--- config.mk ---
export PLATFORM = sky130hd
export DESIGN_NAME = seg7_scan_driver
export DESIGN_NICKNAME = d
export VERILOG_FILES = /design/src/rtl/seg7_scan_driver.sv
export SDC_FILE = /design/constraint.sdc
export NUM_CORES = 1
export LEC_CHECK = 0
export CORE_AREA = 5 5 135 137
export CTS_BUF_LIST = sky130_fd_sc_hd__clkbuf_2 sky130_fd_sc_hd__clkbuf_4 sky130_fd_sc_hd__clkbuf_8
export CTS_CLUSTER_SIZE = 20
export DETAILED_ROUTE_END_ITERATION = 7
export DIE_AREA = 0 0 140 142
export PLACE_DENSITY = 0.77
export SLEW_MARGIN = 20
export SYNTH_ARGS = -nofsm -noshare
export SYNTH_HDL_FRONTEND = slang
export SYNTH_SLANG_ARGS = --single-unit
--- constraint.sdc ---
create_clock -name clk -period 12.77 [get_ports clk]
set_input_delay 3.1925 -clock clk [delete_from_list [all_inputs] [get_ports clk]]
set_output_delay 3.1925 -clock clk [all_outputs]
set_load 0.01 [all_outputs]
--- src/rtl/seg7_scan_driver.sv ---
// Purpose: 8-digit multiplexed 7-segment driver; hex or double-dabble decimal view of data.
// Latency: data sampled in LOAD reaches the display register 1 cycle later (hex) or 33 (dec).
// Backpressure: none; free-running, data changes outside LOAD wait for the next LOAD.
// Optional build macro SEG_LZB_EN enables leading-zero blanking on digits 1..7.
module seg7_scan_driver #(
  parameter int SCAN_DIV = 100000
) (
  input  logic        clk,
  input  logic        clr,
  input  logic        dec_mode,
  input  logic [31:0] data,
  output logic [7:0]  SEG,
  output logic [7:0]  AN,
  output logic        ovf,
  output logic        upd
);

  localparam int PW = (SCAN_DIV > 1) ? $clog2(SCAN_DIV) : 1;
  localparam logic [PW-1:0] PRE_MAX = PW'(SCAN_DIV - 1);

  typedef enum logic [1:0] {LOAD, SHIFT, DONE} state_t;

  state_t        state_q, state_d;
  logic [31:0]   dat_q, dat_d;
  logic          dec_q, dec_d;
  logic [31:0]   bin_q, bin_d;
  logic [39:0]   bcd_q, bcd_d;
  logic [39:0]   bcd_adj;
  logic [4:0]    cnt_q, cnt_d;
  logic [31:0]   disp_q, disp_d;
  logic          ovf_q, ovf_d;
  logic [PW-1:0] pre_q;
  logic [2:0]    idx_q;
  logic [7:0]    seg_q, seg_d;
  logic [7:0]    an_q, an_d;
  logic [3:0]    nib;
  logic          blank;

  // Active-low segment pattern {g,f,e,d,c,b,a} for one hex digit.
  function automatic logic [6:0] enc7(input logic [3:0] v);
    case (v)
      4'h0: enc7 = 7'h40;
      4'h1: enc7 = 7'h79;
      4'h2: enc7 = 7'h24;
      4'h3: enc7 = 7'h30;
      4'h4: enc7 = 7'h19;
      4'h5: enc7 = 7'h12;
      4'h6: enc7 = 7'h02;
      4'h7: enc7 = 7'h78;
      4'h8: enc7 = 7'h00;
      4'h9: enc7 = 7'h10;
      4'hA: enc7 = 7'h08;
      4'hB: enc7 = 7'h03;
      4'hC: enc7 = 7'h46;
      4'hD: enc7 = 7'h21;
      4'hE: enc7 = 7'h06;
      default: enc7 = 7'h0E;
    endcase
  endfunction

  // Double-dabble correction: add 3 to every BCD nibble that is 5 or more.
  always_comb begin
    bcd_adj = bcd_q;
    for (int i = 0; i < 10; i++) begin
      if (bcd_q[4*i +: 4] >= 4'd5) begin
        bcd_adj[4*i +: 4] = bcd_q[4*i +: 4] + 4'd3;
      end
    end
  end

  // Conversion FSM next-state and datapath; the mode is taken from the shadow
  // register so a live dec_mode change cannot mix modes within one conversion.
  always_comb begin
    state_d = state_q;
    dat_d   = dat_q;
    dec_d   = dec_q;
    bin_d   = bin_q;
    bcd_d   = bcd_q;
    cnt_d   = cnt_q;
    disp_d  = disp_q;
    ovf_d   = ovf_q;
    upd     = 1'b0;
    case (state_q)
      LOAD: begin
        dat_d   = data;
        dec_d   = dec_mode;
        bin_d   = data;
        bcd_d   = '0;
        cnt_d   = '0;
        state_d = dec_mode ? SHIFT : DONE;
      end
      SHIFT: begin
        bcd_d = {bcd_adj[38:0], bin_q[31]};
        bin_d = {bin_q[30:0], 1'b0};
        cnt_d = cnt_q + 5'd1;
        if (cnt_q == 5'd31) begin
          state_d = DONE;
        end
      end
      DONE: begin
        disp_d  = dec_q ? bcd_q[31:0] : dat_q;
        ovf_d   = dec_q & (|bcd_q[39:32]);
        upd     = 1'b1;
        state_d = LOAD;
      end
      default: state_d = LOAD;
    endcase
  end

  // Conversion state registers; reset aborts any conversion in flight.
  always_ff @(posedge clk or posedge clr) begin
    if (clr) begin
      state_q <= LOAD;
      dat_q   <= '0;
      dec_q   <= 1'b0;
      bin_q   <= '0;
      bcd_q   <= '0;
      cnt_q   <= '0;
      disp_q  <= '0;
      ovf_q   <= 1'b0;
    end else begin
      state_q <= state_d;
      dat_q   <= dat_d;
      dec_q   <= dec_d;
      bin_q   <= bin_d;
      bcd_q   <= bcd_d;
      cnt_q   <= cnt_d;
      disp_q  <= disp_d;
      ovf_q   <= ovf_d;
    end
  end

  // Scan prescaler: one digit slot every SCAN_DIV board clocks.
  always_ff @(posedge clk or posedge clr) begin
    if (clr) begin
      pre_q <= '0;
      idx_q <= '0;
    end else if (pre_q == PRE_MAX) begin
      pre_q <= '0;
      idx_q <= idx_q + 3'd1;
    end else begin
      pre_q <= pre_q + 1'b1;
    end
  end

  // Segment/anode pattern for the digit currently selected by the scanner.
  always_comb begin
    nib = disp_q[{idx_q, 2'b00} +: 4];
`ifdef SEG_LZB_EN
    blank = (idx_q != 3'd0) && ((disp_q >> {idx_q, 2'b00}) == 32'd0);
`else
    blank = 1'b0;
`endif
    seg_d = blank ? 8'hFF : {1'b1, enc7(nib)};
    an_d  = ~(8'b1 << idx_q);
  end

  // Registered display outputs, all dark while in reset.
  always_ff @(posedge clk or posedge clr) begin
    if (clr) begin
      seg_q <= 8'hFF;
      an_q  <= 8'hFF;
    end else begin
      seg_q <= seg_d;
      an_q  <= an_d;
    end
  end

  assign SEG = seg_q;
  assign AN  = an_q;
  assign ovf = ovf_q;

endmodule

# After elaboration in Yosys (flattened, before gate mapping)
# Memory sizes are Yosys's and may differ from the RTL's. A register that Yosys moved wholly into a read port is not among the register bits.
# Cells that the tools add are included.
dict set report totals {
  out_inout_bits 18
  regBits 173
  mem_bits_ro 112
  n_memories 1
  in_bits 35
  elab_cells 66
}
dict set report classes {
  n_bitwise 2
  eq_ne 5
  mux 19
  n_reduce_logical 3
  order_cmp 10
  addsub 13
  n_shift 2
}
# memory words word_bits read_ports rd_clocked_by_memory_dff write_ports line_no
set mem_list {}
lappend mem_list {{(name not given)} 16 7 1 1 0 41} ;# case (v)
# cell n
set op_table {}
lappend op_table {{case mux 40 bit (2 select lines)} 1}
lappend op_table {{case mux 32 bit (2 select lines)} 1}
lappend op_table {{greater-or-equal comparator 4 x 3 -> 1 bit, second input constant} 10}
lappend op_table {{adder 4 x 2 -> 4 bit, second input constant} 9}
lappend op_table {{two-way mux 4 bit} 9}
lappend op_table {{two-way mux 32 bit} 1}
lappend op_table {{indexed part select 32 x 6 -> 4 bit} 1}
lappend op_table {{adder 17 x 1 -> 17 bit, second input constant} 1}
lappend op_table {{equality test 17 bit, second input constant} 1}
lappend op_table {{two-way mux 17 bit} 1}
lappend op_table {{case mux 5 bit (2 select lines)} 1}
lappend op_table {{NOT 8 bit} 1}
lappend op_table {{OR reduction 8 bit} 1}
lappend op_table {{left shift 1 x 3 -> 8 bit, first input constant} 1}
lappend op_table {{adder 5 x 1 -> 5 bit, second input constant} 1}
lappend op_table {{equality test 5 bit, second input constant} 1}
lappend op_table {{two-way mux 2 bit} 2}
lappend op_table {{case mux 2 bit (2 select lines)} 1}
lappend op_table {{adder 3 x 1 -> 3 bit, second input constant} 1}
lappend op_table {{adder 3 x 2 -> 3 bit, second input constant} 1}
lappend op_table {{two-way mux 3 bit} 1}
lappend op_table {{equality test 2 x 1 -> 1 bit, second input constant} 1}
lappend op_table {{equality test 2 bit, second input constant} 1}
lappend op_table {{logical NOT 2 bit} 1}
lappend op_table {{other kinds (4)} 4}

# Depth between registers and ports, before layout
dict set report depth {
  ltp_word 3
  mapped_depth 8
}

# Worst setup path before layout
# Ideal clock, no wire load.
dict set report synth_timing {
  kind {reg2out}
  startpoint {reg state_q[0]}
  endpoint {out upd}
  path_stages_with_launch 5
  n_path_buf 2
  t_arrival_ns 0.965
  path_slack_ns 8.612
  path_cell_list {dfrtp_1 clkbuf_1 nand2b_1 clkbuf_1 inv_1}
}
dict set report synth_between {
  elab_chain_cells 2
}
# element line_no
set synth_rtl {}
lappend synth_rtl {{start, declared} 23} ;# state_t state_q, state_d;
lappend synth_rtl {{start signal, assigned} 122} ;# state_q <= state_d;
lappend synth_rtl {{equality test 2 bit} 83} ;# case (state_q)
lappend synth_rtl {{two-way mux 1 bit} 83}
lappend synth_rtl {{end, declared} 15} ;# output logic upd
# Every way passes these cells.

# Final worst setup path
dict set report layout_timing {
  startpoint {reg state_q[1]}
  endpoint {out upd}
}
# The elaborated chain is that of the path after synthesis.

==> results by group <==
Status
  – Status: complete, no violations

Place
  – Number of port buffers: 51
  – RD Place Congestion: 0.816
  – HPWL after detailed placement: 10800 um
  – Post-DP Area: 9420 um2

Timing
  – Hold Vio Cnt, Final: 0
  – Min Clock Period, post-route: 5890 ps
  – Clock skew: 16.9 ps
  – Sum Neg Setup Slack: 0 ps
  – Fin crit share: 0.461
  – FMAX: 170 MHz
  – RSZ-0062 raised after global routing: false
  – Worst-margin pin slew: 1090 ps
  – Worst slew margin: 0.273
  – Pins Over Slew Limit: 0
  – Final setup viols: 0

Setup path
  – Critical path required time: 9580 ps
  – Critical Path Sink Type: primary output
  – WS Path Type: reg -> out
  – Crit start category: flop
  – Critical Path AT: 2700 ps
  – Crit Path Max Fanout: 66
  – Worst R2R Setup Slack: 10060 ps

Clocking
  – Skew-Pair Late Insertion Delay: 450 ps
  – CTS Buffer Depth: 2
  – CTS HTree Levels: 4
  – Post-CTS setup buffer count: 0
  – Clock slew at reported path FFs: 90 ps
  – Resize count post-CTS: 0
  – TritonCTS Buffers: 17
  – CTS tree: built
  – Clk root buf: clkbuf_8
  – Clock sinks: 180
  – Cts hold-fix bufs: 0

Synthesis
  – Sequential share of the synthesized area: 0.516
  – Post-synth EDFFs: 0
  – Mean Syn Cell Area: 10.9 um2
  – Yosys warns: 0
  – Syn Std Cell Area: 8760 um2
  – Synth cell types: 42
  – Post-Syn Instances: 803
  – Synthesized net count: 874
  – Predominant post-synthesis flop cell: dfrtp_1
  – Asr flop ratio synth: 1.00
  – Flip-flop and latch count after synthesis: 180

GRT
  – Grt ovf: 0
  – Largest net degree at the start of global routing: 93
  – Initial antenna violation count: 0
  – First-pass GRT wire length: 28300 um
  – Total GRT Usage: 0.174
  – Number of global-route vias before repair: 5756

Finish
  – Post-route cell area: 9780 um2
  – Antenna cell count: 0
  – Post-layout util: 0.578
  – Nets: 904
  – Layout cells sized above 1: 0.130
  – Layout area overhead: 11.7%

Drt
  – Wire length per cell: 15.3 um
  – Final ANT Viol Nets: 0
  – DRC: 0
  – Final Routed Wirelength: 16400 um
  – DR pass1 iterations: 4
  – DRT iter0 DRCs: 378
  – Via count: 5726
  – Vias per std cell: 5.35

Floorplan
  – I/O pins: 53
  – Site Rows: 48
  – CORE AREA: 16900 um2
  – Die width: 140 um
  – Die height: 142 um
  – Area of the die: 19900 um2
  – Initial Utilization: 0.517

Flow run
  – Max_cap viols: 0

Power
  – Max IR drop VDD: 0.000145 V
  – Pleak: 0.00442 uW
  – Power Density: 212 nW/um2

Hold path
  – Hold Path Class: reg -> reg
[power by group]
part / internal (uW) / switching, uW / leakage, uW
Combinational: 383 / 373 / 0.00198
Sequential: 780 / 181 / 0.00225
Clock: 164 / 195 / 0.000182
Total: 1330 / 750 / 0.00442
[sequential cells by signal, indices dropped and copies added, names as in the netlist]
register  flops
disp_q       32
bin_q        32
pre_q        17
SEG           7
idx_q         3
dat_q        32
ovf           1
AN            8
dec_q         1
bcd_q        40
state_q       2
cnt_q         5
[final timing paths]
check                                        from                    end  depth (start not counted)
max in group asynchronous                     clr  bin_q[22]$_DFFE_PP0P_                          3
min in group asynchronous                     clr  bin_q[14]$_DFFE_PP0P_                          2
max reg2reg                  idx_q[0]$_DFFE_PP0N_       SEG[4]$_DFF_PP1_                          6
max                        state_q[1]$_DFFE_PP0P_                    upd                          3
min                          bin_q[7]$_DFFE_PP0P_   bin_q[7]$_DFFE_PP0P_                          2
min reg2reg                  bin_q[7]$_DFFE_PP0P_   bin_q[7]$_DFFE_PP0P_                          2
[metal layers]
metal,routed length (um),part of all wire,up-vias,GRT usage
met2,7910,0.48,80,0.280
met3,586,0.036,8,0.0420
met4,138,0.0084,0,0.0393
met5,0,0,-,0
li1,-,-,2820,-
met1,7730,0.47,2818,0.244
[logic make-up after synthesis]
kind of cell	count (synthesis)	share of synthesized area
other	1	0.000428
adders and majority gates	36	0.0514
buffers and inverters	75	0.0346
xor gates and xnor gates	29	0.0290
AOI/OAI and AO/OA	156	0.0930
muxes	128	0.169
and+or+nand+nor	198	0.106
DFF	180	0.516
[Yosys cell counts (2+ instances only)]
cell | n | area share
dfrtp_1 | 165 | 0.47
o21ai_0 | 126 | 0.072
nand2_1 | 122 | 0.052
mux2i_1 | 71 | 0.081
mux2_2 | 46 | 0.059
ha_1 | 36 | 0.051
clkbuf_1 | 34 | 0.015
inv_1 | 30 | 0.013
xnor2_1 | 20 | 0.020
a21oi_1 | 18 | 0.010
nor3b_1 | 16 | 0.014
dfstp_2 | 15 | 0.045
nand2b_1 | 13 | 0.0093
nor2_1 | 12 | 0.0051
nand3_1 | 11 | 0.0063
xor2_1 | 9 | 0.0090
o31ai_1 | 5 | 0.0043
and4_1 | 4 | 0.0040
buf_1 | 4 | 0.0017
mux4_1 | 4 | 0.012
mux4_2 | 4 | 0.010
a22o_1 | 3 | 0.0030
and3_1 | 3 | 0.0021
buf_4 | 3 | 0.0026
nor2b_1 | 3 | 0.0021
nor3_1 | 3 | 0.0017
or3_1 | 3 | 0.0021
buf_2 | 2 | 0.0011
mux2i_4 | 2 | 0.0051
nand3b_1 | 2 | 0.0017
nand4_1 | 2 | 0.0014
nor4b_1 | 2 | 0.0020
[worst max-delay path: stages (launching register included)]
cell	delay (ps)
dfrtp_4	740
nand2b_2	640
inv_1	280
clkdlybuf4s50_1	570
[cells in the final DEF, fill, tap and decap left out, types with 12 or more instances in the layout]
cell,n
nand2_1,122
clkbuf_8,21
dfrtp_1,162
nor3b_1,16
inv_1,29
xnor2_1,20
mux2_2,46
nand2b_1,12
mux2i_1,71
dfstp_2,15
clkdlybuf4s50_1,51
o21ai_0,126
ha_1,36
a21oi_1,18
[stage by stage]
stage	hold WS (ps)	setup slack, ps	total power (uW)	cells
floorplan	442	4720	1520	803
global placement	459	7320	1700	1039
detailed placement	469	7310	1740	1039
CTS	484	6850	2100	1070
global route	506	6610	2250	1070
finish	480	6880	2080	1070
[area by class of cell]
cell class,count,area (um2)
sequential,180,4530
fill,1439,7150
clock inverter,6,45.0
tap,225,282
inverter,31,121
clock buffer,25,319
timing repair buffer,55,544
multi-input combinational,548,3940
Note: power is estimated with default switching activity, not from simulation.
